$ cat src/rtl/di_pkg.sv
// Shared widths and state encoding for the line prefetcher and its line FIFO.
package di_pkg;

  localparam int DI_LINE_W      = 128;
  localparam int DI_HW_PER_LINE = 8;
  localparam int DI_HW_W        = 16;
  localparam int DI_LADDR_W     = 28;

  typedef enum logic {
    ST_RUN   = 1'b0,
    ST_DRAIN = 1'b1
  } di_state_e;

endpackage

$ cat src/rtl/di_line_fifo.sv
// Line FIFO for the prefetcher: DEPTH x 128-bit lines, head and head+1 read ports,
// plus the 16B-line address of the head, which advances on every pop.
module di_line_fifo
  import di_pkg::*;
#(
  parameter int DEPTH = 4,
  parameter logic [DI_LADDR_W-1:0] RST_LADDR = '0,
  localparam int PTR_W = $clog2(DEPTH),
  localparam int CNT_W = PTR_W + 1
) (
  input  logic                  clk,
  input  logic                  rst,
  input  logic                  flush,
  input  logic [DI_LADDR_W-1:0] flush_laddr,
  input  logic                  push,
  input  logic [DI_LINE_W-1:0]  push_data,
  input  logic                  pop,
  output logic [DI_LINE_W-1:0]  head_data,
  output logic                  head_valid,
  output logic [DI_LINE_W-1:0]  nxt_data,
  output logic                  nxt_valid,
  output logic [DI_LADDR_W-1:0] head_laddr,
  output logic [CNT_W-1:0]      count
);

  logic [DI_LINE_W-1:0]  mem_q [DEPTH];
  logic [PTR_W-1:0]      rd_ptr_q;
  logic [PTR_W-1:0]      wr_ptr_q;
  logic [PTR_W-1:0]      rd_nxt_ptr;
  logic [CNT_W-1:0]      cnt_q;
  logic [DI_LADDR_W-1:0] laddr_q;
  logic                  do_pop;

  assign do_pop     = pop && (cnt_q != '0);
  assign rd_nxt_ptr = rd_ptr_q + PTR_W'(1);

  always_ff @(posedge clk) begin
    if (rst) begin
      rd_ptr_q <= '0;
      wr_ptr_q <= '0;
      cnt_q    <= '0;
      laddr_q  <= RST_LADDR;
    end else if (flush) begin
      rd_ptr_q <= '0;
      wr_ptr_q <= '0;
      cnt_q    <= '0;
      laddr_q  <= flush_laddr;
    end else begin
      if (push) wr_ptr_q <= wr_ptr_q + PTR_W'(1);
      if (do_pop) begin
        rd_ptr_q <= rd_nxt_ptr;
        laddr_q  <= laddr_q + DI_LADDR_W'(1);
      end
      cnt_q <= cnt_q + CNT_W'(push) - CNT_W'(do_pop);
    end
  end

  // Data storage carries no reset; invalid entries are masked on the read side.
  always_ff @(posedge clk) begin
    if (!rst && !flush && push) mem_q[wr_ptr_q] <= push_data;
  end

  assign head_valid = (cnt_q >= CNT_W'(1));
  assign nxt_valid  = (cnt_q >= CNT_W'(2));
  assign head_data  = head_valid ? mem_q[rd_ptr_q] : '0;
  assign nxt_data   = nxt_valid ? mem_q[rd_nxt_ptr] : '0;
  assign head_laddr = laddr_q;
  assign count      = cnt_q;

  no_overflow_a : assert property (@(posedge clk) disable iff (rst)
    !(push && !flush && !do_pop && (cnt_q == CNT_W'(DEPTH))));

endmodule

$ cat src/rtl/di_line_prefetcher.sv
// Instruction line prefetcher: streams 16B lines into a small FIFO and presents
// the head/next lines as one halfword-merged view to the issue fetchers.
//
// state    | meaning
// ST_RUN   | requests issued, responses pushed into the line FIFO
// ST_DRAIN | after a redirect with requests in flight: no requests, responses dropped
module di_line_prefetcher
  import di_pkg::*;
#(
  parameter logic [31:0] BOOT_ADDR = 32'h0000_0080,
  parameter int          DEPTH     = 4,
  parameter int          MAX_OUTST = 2
) (
  input  logic                 clk,
  input  logic                 rst,
  input  logic                 branch_i,
  input  logic [31:0]          branch_addr_i,
  output logic                 instr_req_o,
  output logic [31:0]          instr_addr_o,
  input  logic                 instr_gnt_i,
  input  logic                 instr_rvalid_i,
  input  logic [DI_LINE_W-1:0] instr_rdata_i,
  output logic [DI_LINE_W-1:0] instr_buf_o,
  output logic [2:0]           pi_hw_idx_o,
  output logic                 pi_hw_idx_valid_o,
  output logic [31:0]          pi_fetch_addr_o,
  input  logic                 advance_i,
  input  logic [2:0]           next_hw_idx_i
);

  localparam int CNT_W = $clog2(DEPTH) + 1;
  localparam int OUT_W = $clog2(MAX_OUTST + 1);
  localparam int SUM_W = ((CNT_W > OUT_W) ? CNT_W : OUT_W) + 1;

  di_state_e             state_q, state_d;
  logic [DI_LADDR_W-1:0] req_laddr_q;
  logic [OUT_W-1:0]      outst_q, outst_d;
  logic [2:0]            hw_idx_q;

  logic [DI_LINE_W-1:0]  head_data, nxt_data;
  logic                  head_valid, nxt_valid;
  logic [DI_LADDR_W-1:0] head_laddr;
  logic [CNT_W-1:0]      fifo_cnt;

  logic gnt_acc, rsp, push, adv_ok, wrap, room_ok, unused_bits;

  assign unused_bits = branch_addr_i[0];

  assign gnt_acc = instr_req_o && instr_gnt_i;
  // Responses with nothing in flight belong to requests from before reset.
  assign rsp     = instr_rvalid_i && (outst_q != '0);
  assign outst_d = outst_q + OUT_W'(gnt_acc) - OUT_W'(rsp);
  assign push    = rsp && (state_q == ST_RUN) && !branch_i;
  assign room_ok = (SUM_W'(fifo_cnt) + SUM_W'(outst_q)) < SUM_W'(DEPTH);

  // A 32-bit instruction starting at halfword 7 needs the next line as well.
  assign pi_hw_idx_valid_o = head_valid &&
    !((hw_idx_q == 3'd7) && (head_data[DI_LINE_W-DI_HW_W +: 2] == 2'b11) && !nxt_valid);

  assign adv_ok = advance_i && pi_hw_idx_valid_o && !branch_i;
  assign wrap   = adv_ok && (next_hw_idx_i < hw_idx_q);

  always_comb begin
    state_d     = state_q;
    instr_req_o = 1'b0;
    if (!rst && (state_q == ST_RUN) && room_ok && (outst_q < OUT_W'(MAX_OUTST)))
      instr_req_o = 1'b1;
    if (branch_i)
      state_d = (outst_d != '0) ? ST_DRAIN : ST_RUN;
    else if ((state_q == ST_DRAIN) && (outst_q == '0))
      state_d = ST_RUN;
  end

  always_ff @(posedge clk) begin
    if (rst) begin
      state_q     <= ST_RUN;
      outst_q     <= '0;
      req_laddr_q <= BOOT_ADDR[31:4];
      hw_idx_q    <= BOOT_ADDR[3:1];
    end else begin
      state_q <= state_d;
      outst_q <= outst_d;
      if (branch_i) begin
        req_laddr_q <= branch_addr_i[31:4];
        hw_idx_q    <= branch_addr_i[3:1];
      end else begin
        if (gnt_acc) req_laddr_q <= req_laddr_q + DI_LADDR_W'(1);
        if (adv_ok)  hw_idx_q    <= next_hw_idx_i;
      end
    end
  end

  di_line_fifo #(
    .DEPTH     (DEPTH),
    .RST_LADDR (BOOT_ADDR[31:4])
  ) u_fifo (
    .clk         (clk),
    .rst         (rst),
    .flush       (branch_i),
    .flush_laddr (branch_addr_i[31:4]),
    .push        (push),
    .push_data   (instr_rdata_i),
    .pop         (wrap),
    .head_data   (head_data),
    .head_valid  (head_valid),
    .nxt_data    (nxt_data),
    .nxt_valid   (nxt_valid),
    .head_laddr  (head_laddr),
    .count       (fifo_cnt)
  );

  // Halfwords below the primary index already belong to the following line.
  always_comb begin
    instr_buf_o = '0;
    for (int k = 0; k < DI_HW_PER_LINE; k++) begin
      instr_buf_o[k*DI_HW_W +: DI_HW_W] = (3'(k) >= hw_idx_q) ?
        head_data[k*DI_HW_W +: DI_HW_W] : nxt_data[k*DI_HW_W +: DI_HW_W];
    end
  end

  assign instr_addr_o    = {req_laddr_q, 4'b0000};
  assign pi_hw_idx_o     = hw_idx_q;
  assign pi_fetch_addr_o = {head_laddr, hw_idx_q, 1'b0};

endmodule

$ cat config.mk
export PLATFORM = sky130hd
export DESIGN_NAME = di_line_prefetcher
export DESIGN_NICKNAME = d
export VERILOG_FILES = /design/src/rtl/di_pkg.sv /design/src/rtl/di_line_fifo.sv /design/src/rtl/di_line_prefetcher.sv
export SDC_FILE = /design/constraint.sdc
export NUM_CORES = 1
export LEC_CHECK = 0
export BUFFER_PORTS_ARGS = -buffer_cell sky130_fd_sc_hd__buf_2
export CORE_AREA = 3 3 257 259
export DETAILED_ROUTE_END_ITERATION = 8
export DIE_AREA = 0 0 260 262
export HOLD_SLACK_MARGIN = 0.08
export PLACE_DENSITY = 0.65
export SLEW_MARGIN = 10
export SYNTH_ARGS = -nofsm -noshare
export SYNTH_HDL_FRONTEND = slang
export SYNTH_HIERARCHICAL = 1
export SYNTH_SLANG_ARGS = --single-unit
$ cat constraint.sdc
create_clock -name clk -period 7.5 [get_ports clk]
set_input_delay 1.5 -clock clk [delete_from_list [all_inputs] [get_ports clk]]
set_output_delay 1.5 -clock clk [all_outputs]
set_load 0.005 [all_outputs]
==> results.yml, run 1 <==
pwr:
  power_density_mw_per_mm2: 219.4
  internal-power_mw: 5.696
  power_frac_comb: 0.049
  p_sw_mw: 1.560
  pwr-share-clk: 0.450
  p_seq_frac: 0.500
  p_leak_nw: 11.24
  switching_share: 0.2150
  vdd_drop_max_uv: 160.2
critical_path:
  worstPathMaxFanout: 46
  cp.required_ns: 6.00
  cp-end-kind: "output pin"
  r2r_cells: 11
  cp.arrival_ns: 3.71
  startpoint_type: "flop"
  slowest_stage: "dfxtp_4"
  r2r-end: "u_fifo/head_laddr[23]"
  worstSetupEndpoint: "instr_buf_o[75]"
  critPathMaxStageDelay_ns: 0.95
  path_cells: "buf_4, mux4_2, and2_1, mux2_2, buf_2"
  critPathKind: "flop to output pin"
  rrSetupSlack_ns: 2.64
min_path:
  hold_class: "flop to flop"
floorplanning:
  die_w_um: 260
  ios: 366
  fp.dieArea_mm2: 0.06812
  die-height_um: 262
  core_area_mm2: 0.06412
  start_util: 0.4410
  rows: 93
grt:
  grt_antenna_before_repair: 17
  grt_max_degree: 78
  grtUsageTotal: 0.2133
  grt_pass1_wl_mm: 109.3
  grt_overflow: 0
  grt_pass1_vias: 18010
clock_network:
  clockRootBuffer: "clkbuf_16"
  cts.repair.resized: 0
  post-cts-setup-buffers: 0
  cts_sinks: 583
  numCtsBuffers: 66
  clockBufferDepth: 3
  hold_buffers: 0
  tritoncts: "yes"
  insertion_delay_ns: 0.59
  htreeDepth: 3
  cts.reportedPaths.clkPinSlew_ns: 0.06
outcome:
  status: "completed"
drt:
  vias_per_cell: 5.830
  wl_mm: 73.32
  ant_nets: 0
  first_pass_iters: 7
  vias: 17320
  post-route-drc-count: 0
  wl_per_cell_um: 24.68
  drtIter0Drc: 1439
sta:
  tns_ns: 0
  max_freq_ghz: 0.1920
  report.final.setup_viol: 0
  max_slew_margin: 0.2712
  worstMarginPinSlew_ns: 1.093
  drv_slew: 0
  post-route-period-util: 0.6946
  period_needed_ns: 5.209
  hold_viol_final: 0
  rsz0062_at_grt: "false"
  skew_ns: 0.02398
layout:
  fill_cells: 5349
  drive_gt1_frac: 0.4080
  nets: 2240
  final_cell_area_mm2: 0.03307
  area_delta_synth_final_pct: 16.95
placed_design:
  gp_congestion: 0.8395
  port_buffers: 359
  post_dp_cell_area_mm2: 0.03085
  dp_hpwl_mm: 43.85
flow_run:
  cap_viol_max_count: 0
yosys:
  synthCells: 1744
  ys_warn_count: 6
  syn_area_mm2: 0.02827
  postSynthAreaPerCell_um2: 16.21
==> cell usage in the layout (no fill, tap or decap), drive strengths merged, types with 14 or more instances in the layout <==
| cell | n |
|---|---|
| o21ai | 14 |
| nor2b | 116 |
| clkbuf | 77 |
| edfxtp | 512 |
| buf | 383 |
| clkinv | 25 |
| or4 | 19 |
| mux4 | 240 |
| nor4 | 14 |
| mux2 | 113 |
| dfxtp | 71 |
| a311oi | 24 |
| nand3 | 19 |
| and2 | 130 |
| o31ai | 15 |
| nand4 | 17 |
| xnor2 | 17 |
| nand2 | 42 |
| nor2 | 65 |
| inv | 33 |
==> per-stage QoR <==
step	setup slack (ns)	instances	util	power, mW	hold WS [ns]
3_3_place_gp	2.690	2844	0.4811	4.042	0.5021
3_5_place_dp	2.636	2844	0.4811	4.060	0.5173
2_1_floorplan	1.311	1748	-	3.872	0.5019
4_1_cts	2.110	2963	0.5154	7.349	0.5292
6_report	2.291	2971	0.5158	7.256	0.5303
5_1_grt	1.936	2969	0.5157	7.525	0.5633
==> layer usage <==
metal  share of wire  track usage  wire (um)
met3           0.063      0.05146       4653
met2            0.51       0.3630      37690
met1            0.39       0.2652      28640
met4           0.030      0.08128       2208
met5          0.0016            0        120
==> critical path: cells and delay by family (launching register included) <==
family,cells,cell delay [ns]
buffers and inverters,2,1.03
DFF,1,0.95
muxes,2,0.87
and+or+nand+nor,1,0.16
==> power by group through the flow <==
stage / Combinational [mW] / Clock, mW / Sequential, mW
after floorplan: 0.189 / 0 / 3.68
after global placement: 0.347 / 0 / 3.69
after detailed placement: 0.360 / 0 / 3.70
after CTS: 0.362 / 3.36 / 3.63
after global routing: 0.396 / 3.49 / 3.64
final: 0.358 / 3.27 / 3.63
==> layout make-up <==
| type | instances | area [um2] | area share |
|---|---|---|---|
| Clock buffer | 77 | 1718 | 0.05195 |
| Timing Repair Buffer | 383 | 2027 | 0.06130 |
| Clock inverter | 42 | 484.2 | 0.01464 |
| Inverter | 29 | 108.9 | 0.003292 |
| Multi-Input combinational cell | 994 | 10830 | 0.3274 |
| Antenna cell | 8 | 20.02 | 0.0006054 |
| Sequential cell | 583 | 16810 | 0.5084 |
| Tap cell | 855 | 1070 | 0.03235 |
==> worst min-delay path by stage <==
stage | from | to | cells past startpoint
final | req_laddr_q[27] | req_laddr_q[27] | 2
after global routing | req_laddr_q[27] | req_laddr_q[27] | 2
after CTS | req_laddr_q[7] | req_laddr_q[7] | 2
after detailed placement | req_laddr_q[27] | req_laddr_q[27] | 2
after global placement | req_laddr_q[27] | req_laddr_q[27] | 2
after floorplan | u_fifo/head_laddr[23] | u_fifo/head_laddr[23] | 2
==> flip-flops by register name (all words and copies together), names as in the netlist, named ones only <==
register / flops
state_q: 1
u_fifo/mem_q: 512
u_fifo/head_laddr: 28
u_fifo/wr_ptr_q: 2
u_fifo/rd_ptr_q: 2
pi_hw_idx_o: 3
outst_q: 2
req_laddr_q: 28
u_fifo/count: 3
No activity file was read; power rests on OpenSTA's default activity.
==> inputs of run 2 (changes only) <==
clock period = 5 ns   (was 7.5 ns; I/O delays follow)
==> run 2 against run 1 <==
Utilization is 0.56 points higher. Final cell count is 0.77% higher. Die area stayed put. Highest routed layer unchanged. Non-clock buffer count is 16 higher. Worst setup slack worse by 1.6 ns.
==> results.yml, run 2 (synthesis gave the netlist of run 1 again) <==
outcome:
  status: "completed"
placed_design:
  post_dp_cell_area_mm2: 0.03114
  gp_congestion: 0.8517
  pre_cts_ws_ns: 0.6502
  port_buffers: 359
  dp_hpwl_mm: 45.07
  placed_cells: 2860
pwr:
  p_sw_mw: 2.355
  pwr-share-clk: 0.454
  p_leak_nw: 11.38
  p_seq_frac: 0.495
  internal-power_mw: 8.623
  power_mw: 10.98
  power_density_mw_per_mm2: 328.5
  switching_share: 0.2145
  power_frac_comb: 0.051
  vdd_drop_max_uv: 246.4
grt:
  busiest_layer: "met2"
  use_met2: 0.3634
  grt_antenna_before_repair: 19
  grt_pass1_wl_mm: 109.7
  grtUsageTotal: 0.2140
  grt_overflow: 0
  grt_pass1_vias: 18180
  grt_max_degree: 113
  gr-usage-met3: 0.04867
  grt_use_met1: 0.2692
drt:
  wl_mm: 73.26
  vias_per_cell: 5.777
  post-route-drc-count: 0
  wl_per_cell_um: 24.47
  ant_nets: 0
  vias: 17300
  drtIter0Drc: 1183
  first_pass_iters: 5
layout:
  final_cell_area_mm2: 0.03342
  final_common_cell: "edfxtp_1"
  largest_reg_flops: 512
  final_util: 0.5213
  fill_cells: 5305
  final_cell_mix: "edfxtp_1 (512), buf_2 (359), mux4_2 (240), and2_1 (130), nor2b_1 (116)"
  area_delta_synth_final_pct: 18.21
  layoutNonFillerInstCount: 2994
  regMostFlops: "u_fifo/mem_q"
  drive_gt1_frac: 0.4118
  nets: 2256
sta:
  report.final.setup_viol: 0
  setup_ws_ns: 0.6462
  max_freq_ghz: 0.2297
  drv_slew: 0
  post-route-period-util: 0.8708
  worstMarginPinSlew_ns: 1.067
  hold_slack_ns: 0.5331
  rsz0062_at_grt: "false"
  hold_viol_final: 0
  tns_ns: 0
  skew_ns: 0.02174
  max_slew_margin: 0.2881
  period_needed_ns: 4.354
critical_path:
  path_cells: "inv_1, ha_1, nand2b_4, and2_1, nand2_1, o311ai_1, a2111oi_0, buf_4, o31ai_2, or4_1, or4_1, a311oi_1"
  critPathMaxStageDelay_ns: 0.77
  slowest_stage: "or4_1"
  startpoint_type: "flop"
  cp-end-kind: "flop"
  worstPathMaxFanout: 34
  cp.arrival_ns: 4.85
  critPathKind: "flop to flop"
  cp_common_cell: "or4_1"
  cp.required_ns: 5.50
clock_network:
  htreeDepth: 3
  cts_sinks: 583
  cts.repair.resized: 0
  clockBufferDepth: 3
  cts.reportedPaths.clkPinSlew_ns: 0.06
  insertion_delay_ns: 0.60
  post-cts-setup-buffers: 0
  clockRootBuffer: "clkbuf_16"
  tritoncts: "yes"
  hold_buffers: 0
  numCtsBuffers: 66
flow_run:
  cap_viol_max_count: 0
min_path:
  hold_class: "flop to flop"
floorplanning:
  fp.dieArea_mm2: 0.06812
  die-height_um: 262
  rows: 93
  ios: 366
  start_util: 0.4410
  die_w_um: 260
  core_area_mm2: 0.06412
## run 2: changes by cell type in the layout (fill, tap and decap cells not counted), sizes merged
cell	delta
buf	+16
bufinv	+1
clkbuf	-1
clkinvlp	+4
diode	+4
clkinv	+1
inv	-2
## run 2: power by group through the flow
stage / Sequential, mW / Combinational, mW / Clock [mW]
final: 5.43 / 0.557 / 4.99
after CTS: 5.43 / 0.563 / 5.12
after global placement: 5.53 / 0.544 / 0
after floorplan: 5.52 / 0.284 / 0
after global routing: 5.44 / 0.613 / 5.33
after detailed placement: 5.54 / 0.560 / 0
## run 2: path summary, 6_finish.rpt
path / startpoint / endpoint / slack [ns] / depth (start not counted)
worst max register to register: u_fifo/count[1] / u_fifo/head_laddr[23] / 0.65 / 12
worst min-delay path: req_laddr_q[27] / req_laddr_q[27] / 0.53 / 2
worst min register to register: req_laddr_q[27] / req_laddr_q[27] / 0.53 / 2
worst max-delay path: u_fifo/count[1] / u_fifo/head_laddr[23] / 0.65 / 12
## run 2: cell type report
cell class	count	area (um2)	area share
Sequential cell	583	16810	0.5030
Multi-Input combinational cell	994	10830	0.3240
Timing Repair Buffer	399	2322	0.06948
Clock buffer	76	1732	0.05181
Tap cell	855	1070	0.03201
Clock inverter	46	521.8	0.01561
Inverter	29	108.9	0.003257
Antenna cell	12	30.03	0.0008984
## run 2: layer usage
layer | share of wire | vias to the layer above
met1 | 0.39 | 8957
met4 | 0.029 | 10
li1 | - | 7651
met5 | 0.0010 | -
met2 | 0.51 | 532
met3 | 0.065 | 146
## run 2: critical path, delay by kind of cell (launching register included)
family | cells | cell delay, ns
buffers and inverters | 2 | 0.38
flip-flops | 1 | 0.38
AO/OA/AOI/OAI | 4 | 1.21
adder cells (fa/ha/maj) | 1 | 0.22
AND/OR/NAND/NOR | 5 | 2.07
